$ cat config.mk
export PLATFORM = sky130hd
export DESIGN_NAME = noc_local_ni
export DESIGN_NICKNAME = d
export VERILOG_FILES = /design/src/rtl/noc_pkg.sv /design/src/rtl/flit_fifo.sv /design/src/rtl/noc_local_ni.sv
export SDC_FILE = /design/constraint.sdc
export NUM_CORES = 1
export LEC_CHECK = 0
export ABC_AREA = 1
export CORE_ASPECT_RATIO = 1.2
export CORE_MARGIN = 1
export CORE_UTILIZATION = 37
export CTS_BUF_LIST = sky130_fd_sc_hd__clkbuf_8
export DETAILED_ROUTE_END_ITERATION = 6
export SYNTH_ARGS = -nofsm -noshare
export SYNTH_HDL_FRONTEND = slang
export SYNTH_HIERARCHICAL = 1
export SYNTH_SLANG_ARGS = --single-unit
$ cat constraint.sdc
create_clock -name clk -period 5.9 [get_ports clk]
set_input_delay 1.77 -clock clk [delete_from_list [all_inputs] [get_ports clk]]
set_output_delay 1.77 -clock clk [all_outputs]
set_load 0.01 [all_outputs]
$ cat src/rtl/noc_pkg.sv
// Shared NoC constants: flit width, flit type and default credit/FIFO sizing.
package noc_pkg;

    localparam int FLIT_W       = 16;
    localparam int DEF_CREDITS  = 4;
    localparam int DEF_TX_DEPTH = 4;
    localparam int DEF_RX_DEPTH = 4;

    typedef logic [FLIT_W-1:0] flit_t;

endpackage

$ cat src/rtl/flit_fifo.sv
// Show-ahead flit FIFO with occupancy count; data read combinationally from the head.
// No internal guarding: the owner must not push when full (unless popping) nor pop when empty.
module flit_fifo #(
    parameter  int W     = 16,
    parameter  int DEPTH = 4,
    localparam int CW    = $clog2(DEPTH + 1)
) (
    input  logic          clk,
    input  logic          rst,
    input  logic          push,
    input  logic [W-1:0]  push_data,
    input  logic          pop,
    output logic [W-1:0]  head,
    output logic [CW-1:0] count
);

    localparam int AW = (DEPTH > 1) ? $clog2(DEPTH) : 1;

    logic [W-1:0]  mem [DEPTH];
    logic [AW-1:0] wr_ptr;
    logic [AW-1:0] rd_ptr;

    // Explicit wrap so non-power-of-two depths use every slot.
    function automatic logic [AW-1:0] ptr_next(input logic [AW-1:0] p);
        return (p == AW'(DEPTH - 1)) ? '0 : p + 1'b1;
    endfunction

    always_ff @(posedge clk) begin
        if (push) begin
            mem[wr_ptr] <= push_data;
        end
    end

    always_ff @(posedge clk or negedge rst) begin
        if (!rst) begin
            wr_ptr <= '0;
            rd_ptr <= '0;
            count  <= '0;
        end else begin
            if (push) wr_ptr <= ptr_next(wr_ptr);
            if (pop)  rd_ptr <= ptr_next(rd_ptr);
            if (push && !pop)      count <= count + 1'b1;
            else if (!push && pop) count <= count - 1'b1;
        end
    end

    assign head = mem[rd_ptr];

endmodule

$ cat src/rtl/noc_local_ni.sv
// Local NI: core<->router flit bridge with credit-based TX and credit-returning RX, 1-cycle TX latency.
// TX stalls on zero credits; RX drops on overflow. Sticky err_o only with NOC_NI_CREDIT_CHECK_EN.
module noc_local_ni #(
    parameter  int FLIT_W   = noc_pkg::FLIT_W,
    parameter  int CREDITS  = noc_pkg::DEF_CREDITS,
    parameter  int TX_DEPTH = noc_pkg::DEF_TX_DEPTH,
    parameter  int RX_DEPTH = noc_pkg::DEF_RX_DEPTH,
    localparam int CNT_W    = $clog2(CREDITS + 1)
) (
    input  logic              clk,
    input  logic              rst,
    input  logic [FLIT_W-1:0] core_tx_data_i,
    input  logic              core_tx_valid_i,
    output logic              core_tx_ready_o,
    output logic [FLIT_W-1:0] link_data_o,
    output logic              link_valid_o,
    input  logic              link_incr_i,
    input  logic [FLIT_W-1:0] link_data_i,
    input  logic              link_valid_i,
    output logic              link_incr_o,
    output logic [FLIT_W-1:0] core_rx_data_o,
    output logic              core_rx_valid_o,
    input  logic              core_rx_ready_i,
    output logic [CNT_W-1:0]  credit_cnt_o,
    output logic              err_o
);

    localparam int TXC_W = $clog2(TX_DEPTH + 1);
    localparam int RXC_W = $clog2(RX_DEPTH + 1);

    logic [TXC_W-1:0]  tx_count;
    logic [FLIT_W-1:0] tx_head;
    logic              tx_push;
    logic              tx_pop;
    logic              credit_full;
    logic              incr_ok;

    logic [RXC_W-1:0]  rx_count;
    logic              rx_full;
    logic              rx_push;
    logic              rx_pop;

    // Qualified by rst so the core sees not-ready throughout reset.
    assign core_tx_ready_o = rst && (tx_count != TXC_W'(TX_DEPTH));
    assign tx_push         = core_tx_valid_i && core_tx_ready_o;
    assign tx_pop          = (tx_count != '0) && (credit_cnt_o != '0);
    assign credit_full     = (credit_cnt_o == CNT_W'(CREDITS));
    assign incr_ok         = link_incr_i && !credit_full;

    flit_fifo #(.W(FLIT_W), .DEPTH(TX_DEPTH)) u_tx_fifo (
        .clk       (clk),
        .rst       (rst),
        .push      (tx_push),
        .push_data (core_tx_data_i),
        .pop       (tx_pop),
        .head      (tx_head),
        .count     (tx_count)
    );

    always_ff @(posedge clk or negedge rst) begin
        if (!rst) begin
            credit_cnt_o <= CNT_W'(CREDITS);
            link_valid_o <= 1'b0;
            link_data_o  <= '0;
        end else begin
            link_valid_o <= tx_pop;
            if (tx_pop) link_data_o <= tx_head;
            if (tx_pop && !incr_ok)      credit_cnt_o <= credit_cnt_o - 1'b1;
            else if (!tx_pop && incr_ok) credit_cnt_o <= credit_cnt_o + 1'b1;
        end
    end

    assign core_rx_valid_o = (rx_count != '0);
    assign rx_full         = (rx_count == RXC_W'(RX_DEPTH));
    assign rx_pop          = core_rx_valid_o && core_rx_ready_i;
    assign rx_push         = link_valid_i && (!rx_full || rx_pop);

    flit_fifo #(.W(FLIT_W), .DEPTH(RX_DEPTH)) u_rx_fifo (
        .clk       (clk),
        .rst       (rst),
        .push      (rx_push),
        .push_data (link_data_i),
        .pop       (rx_pop),
        .head      (core_rx_data_o),
        .count     (rx_count)
    );

    // Each consumed flit frees one router-side buffer slot.
    always_ff @(posedge clk or negedge rst) begin
        if (!rst) link_incr_o <= 1'b0;
        else      link_incr_o <= rx_pop;
    end

`ifdef NOC_NI_CREDIT_CHECK_EN
    logic err_q;

    always_ff @(posedge clk or negedge rst) begin
        if (!rst) err_q <= 1'b0;
        else      err_q <= err_q | (link_incr_i && credit_full)
                                 | (link_valid_i && rx_full && !rx_pop);
    end

    assign err_o = err_q;
`else
    assign err_o = 1'b0;
`endif

endmodule

; ---- Yosys cells after proc, flatten, opt, wreduce, memory -nomap -nowiden
; Memory sizes are Yosys's and may differ from the RTL's. A register that Yosys moved wholly into a read port is not among the register bits.
; Index checks and enable logic that the tools add are counted.
[totals]
reg_bits = 19
ramBits = 128
in_bits = 38
out_inout_bits = 40
wordCells = 69
memories = 2
[mem_list]
columns = name, depth, word_bits, read_ports, rd_ports_with_merged_regs, wr, line_no
row1 = u_rx_fifo.mem, 4, 16, 1, 0, 1, flit_fifo.sv:19  ; logic [W-1:0] mem [DEPTH];
row2 = u_tx_fifo.mem, 4, 16, 1, 1, 1, flit_fifo.sv:19
[op_classes]
addsub = 10
n_eq_ne = 7
mux = 14
n_reduce_logical = 27
[ops]
columns = operator, count
row1 = 3-bit two-way mux, 6
row2 = 1-bit logical AND, 12
row3 = 3-bit by 1-bit adder with 3-bit output (second input constant), 3
row4 = 3-bit nonzero test, 3
row5 = 3-bit by 1-bit subtractor with 3-bit output (second input constant), 3
row6 = 2-bit by 1-bit adder with 2-bit output (second input constant), 4
row7 = 2-bit equality test (second input constant), 4
row8 = 1-bit logical NOT, 8
row9 = 2-bit two-way mux, 4
row10 = 3-bit equality test (second input constant), 2
row11 = 2-bit nonzero test, 3
row12 = 1-bit two-way mux, 4
row13 = 3-bit inequality test (second input constant), 1
row14 = 1-bit logical OR, 1

; ---- Logic depth before layout (Yosys ltp)
[logic_depth]
word_depth = 8
ltp_mapped = 14
depth_no_buf = 13

; ---- Cells and area by module
; Netlist, hierarchy kept.
[modules_own_cells]
columns = mod, n_inst, cells_per_inst, area_each_um2, seq_area_each_um2
row1 = flit_fifo, 2, 237, 2977.9, 2097.0
row2 = noc_local_ni, 1, 111, 1024.7, 526.8

; ---- Least setup slack after synthesis
; Ideal clock, no wire load.
[synth_timing]
path_kind = input-to-output
from = in rst
to = out core_tx_ready_o
arrival_time_ns = 1.935
required_time_ns = 4.130
setup_slack_ns = 2.195
path_stages = 1
path_buffers = 0
path_cell_list = and2_1
[synth_via]
elab_chain_cells = 1
[synth_lines]
columns = item, line_no
row1 = start: declaration, noc_local_ni.sv:11  ; input logic rst,
row2 = 1-bit logical AND, noc_local_ni.sv:44  ; assign core_tx_ready_o = rst && (tx_count != TXC_W'(TX_DEPTH));
row3 = end: declaration, noc_local_ni.sv:14  ; output logic core_tx_ready_o,
; Every way passes these cells.

; ---- Worst setup path after layout
; Ends and elaborated chain as after synthesis.

==> flow_metrics.py <==
metrics = {
    "global_route": {
        "grt_pass1_vias": 4161,
        "grt_max_degree": 66,
        "grt_usage_pct": 14.1,
        "grt_overflow": 0,
        "antenna_found_initial": 0,
        "grt_pass1_wl_um": 20600,
    },
    "floorplan": {
        "row_count": 54,
        "io_pins": 78,
        "start_util_pct": 38.1,
        "chipWidth_um": 127,
        "coreArea_sq_um": 18300,
        "die_area_sq_um": 19400,
        "die_h_um": 152,
    },
    "synthesis": {
        "syn-num-nets": 639,
        "yosysWarnings": 6,
        "syn-instance-count": 585,
        "yosys.cell_types.count": 30,
        "syn_area_per_cell_sq_um": 11.9,
        "synth-seq-area-share_pct": 67.6,
        "synth_area_sq_um": 6980,
        "ys_ff_latch": 163,
    },
    "min_path": {
        "hold_end": "link_data_o[9]",
        "holdCritPathClass": "flop to flop",
        "worstHoldStart": "link_data_o[9]",
        "hold_path_depth": 2,
    },
    "placement": {
        "gp_congestion": 0.711,
        "io_buffer_count": 76,
        "pre_cts_ws_ns": 1.64,
        "dp_hpwl_um": 8390,
        "dp.cells": 890,
    },
    "timing": {
        "final_max_slew_viol_count": 0,
        "finalCriticalPeriod_ns": 4.26,
        "setup_tns_ns": 0,
        "fmax_ghz": 0.235,
        "worst_pin_slew_ns": 0.989,
        "setup_ws_ns": 1.64,
        "hold_violations": 0,
        "setup_viol": 0,
        "holdWs_ns": 0.481,
        "fin_worst_skew_ns": 0.00810,
        "rsz0062_at_grt": "no",
        "maxSlewHeadroom_pct": 34.1,
        "finalCritPeriodShare_pct": 72.2,
    },
    "power": {
        "switchingPower_w": 0.00145,
        "switching_share_pct": 36.1,
        "share_comb_of_total_power_pct": 38.7,
        "power.internal_w": 0.00257,
        "share_seq_of_total_power_pct": 41.9,
        "ir_worst_vdd_v": 0.000169,
        "powerDensity_nw_per_um2": 490,
        "p_clk_share_pct": 19.4,
        "power_leakage_nw": 3.42,
    },
    "clock_tree": {
        "cts_made_buffers": 17,
        "cts_setup_buffers": 0,
        "post_cts_resize_count": 0,
        "clockBufferDepth": 2,
        "clk_pin_slew_ns": 0.08,
        "clk_latency_ns": 0.43,
        "cts_root_buf": "clkbuf_8",
        "htreeDepth": 4,
        "clock-sinks": 163,
        "cts_tree": "done",
        "cts_hold_buffers": 0,
    },
    "worst_setup_path": {
        "r2r_slack_ns": 3.55,
        "reg2regPathDepth": 12,
        "cp.arrival_ns": 2.49,
        "r2r_start": "u_tx_fifo/count[0]",
        "timing.rr.end": "u_tx_fifo/count[2]",
        "crit_required_ns": 4.13,
        "end_kind": "primary output",
        "start_kind": "primary input",
        "path_class": "primary input to primary output",
        "cp_max_fo": 2,
    },
    "cells_and_area": {
        "final_core_util_pct": 44.9,
        "antenna_cells": 0,
        "mostFrequentLayoutCell": "nand2_1",
        "syn_to_final_growth_pct": 17.7,
        "nFillCells": 1652,
        "most-common-layout-cells": "159 x nand2_1, 128 x edfxtp_1, 102 x inv_1, 75 x clkdlybuf4s50_1, 64 x o211ai_1",
        "layout-drive-gt1-share_pct": 6.73,
        "instances_no_fill": 921,
        "finalNetCount": 711,
    },
    "route": {
        "routed_via_density": 4.53,
        "drt-total-wl_um": 13000,
        "first_pass_iters": 4,
        "final_antenna_net_count": 0,
        "drc": 0,
        "avgRoutedWirePerCell_um": 14.2,
        "drt_iter0_drc": 187,
        "vias": 4169,
    },
    "run_status": {
        "status": "complete, no violations",
    },
    "run": {
        "drv_cap": 0,
    },
}
-- layout make-up --
| cell class | instances | area, sq um | share of cell area, % |
|---|---|---|---|
| sequential | 163 | 4720 | 57.5 |
| multi-input combinational | 295 | 1650 | 20.0 |
| timing repair buffer | 77 | 763 | 9.29 |
| inverter | 103 | 387 | 4.71 |
| tap | 252 | 315 | 3.84 |
| clock buffer | 17 | 234 | 2.85 |
| clock inverter | 14 | 148 | 1.80 |
-- power groups by stage --
| stage | clock network [W] | logic [W] | registers (W) |
|---|---|---|---|
| finish | 0.000780 | 0.00156 | 0.00169 |
| global route | 0.000848 | 0.00175 | 0.00172 |
| CTS | 0.000802 | 0.00159 | 0.00169 |
| detailed placement | 0 | 0.00159 | 0.00172 |
| global placement | 0 | 0.00153 | 0.00170 |
| floorplan | 0 | 0.00110 | 0.00168 |
-- flip-flops by register name, summed over array words and instances (netlist names) --
signal            count
credit_cnt_o          3
link_data_o          16
link_incr_o           1
link_valid_o          1
u_rx_fifo/count       3
u_rx_fifo/mem        64
u_rx_fifo/rd_ptr      2
u_rx_fifo/wr_ptr      2
u_tx_fifo/count       3
u_tx_fifo/mem        64
u_tx_fifo/rd_ptr      2
u_tx_fifo/wr_ptr      2
-- worst max-delay path, cell delays in order --
cell             delay, ns
buf_2                 0.08
and2_1                0.11
clkdlybuf4s50_1       0.52
-- worst max path at each step --
stage                              from                 to  depth (start not counted)
floorplan                           rst    core_tx_ready_o                          1
global placement                    rst    core_tx_ready_o                          3
detailed placement                  rst    core_tx_ready_o                          3
CTS                 u_rx_fifo/rd_ptr[0]  core_rx_data_o[7]                          5
global route        u_rx_fifo/rd_ptr[0]  core_rx_data_o[0]                          5
finish                              rst    core_tx_ready_o                          3
-- Yosys cell counts --
cell type    n  area, sq um
a21oi_1      1         5.00
a31oi_1      1         6.26
and2_1       1         6.26
and3_1       1         6.26
buf_12       1         20.0
buf_2        4         20.0
buf_4        6         45.0
buf_6       12          135
clkbuf_4     1         7.51
conb_1       1         3.75
dfrtp_1     34          851
dfstp_2      1         26.3
edfxtp_1   128         3840
fa_1         3         60.1
ha_1        13          163
inv_1       99          372
inv_2        4         15.0
nand2_1    159          597
nand2_2      9         56.3
nand2_4      1         11.3
nand2_8      1         20.0
nand3_1     20          100
nand3_4      1         17.5
nand4_1      3         18.8
nor2_1       3         11.3
nor2_4       1         11.3
o211ai_1    64          480
o21ai_0      7         35.0
o21ai_1      2         10.0
xnor2_1      3         26.3
-- through the flow --
| stage | power, W | area, sq um |
|---|---|---|
| after floorplan | 0.00278 | 6980 |
| after detailed placement | 0.00330 | 7830 |
| after global placement | 0.00323 | 7830 |
| after global routing | 0.00432 | 8210 |
| after CTS | 0.00408 | 8210 |
| final | 0.00402 | 8210 |
-- cells by family after synthesis --
kind of cell    Yosys count  share of synthesized area, %
simple gates            200                          12.3
flops                   163                          67.6
other cells               1                        0.0537
compound gates           75                          7.69
xor+xnor                  3                         0.376
fa+ha+maj                16                          3.19
buf+inv                 127                          8.80
-- metal layers --
metal / routed length (um) / global-route usage (%) / share of wire [%]
met1: 5400 / 15.6 / 41
met5: 0 / 0 / 0
met4: 166 / 5.33 / 1.3
met3: 409 / 4.00 / 3.1
met2: 7060 / 25.5 / 54
Note: power is estimated with default switching activity, not from simulation.
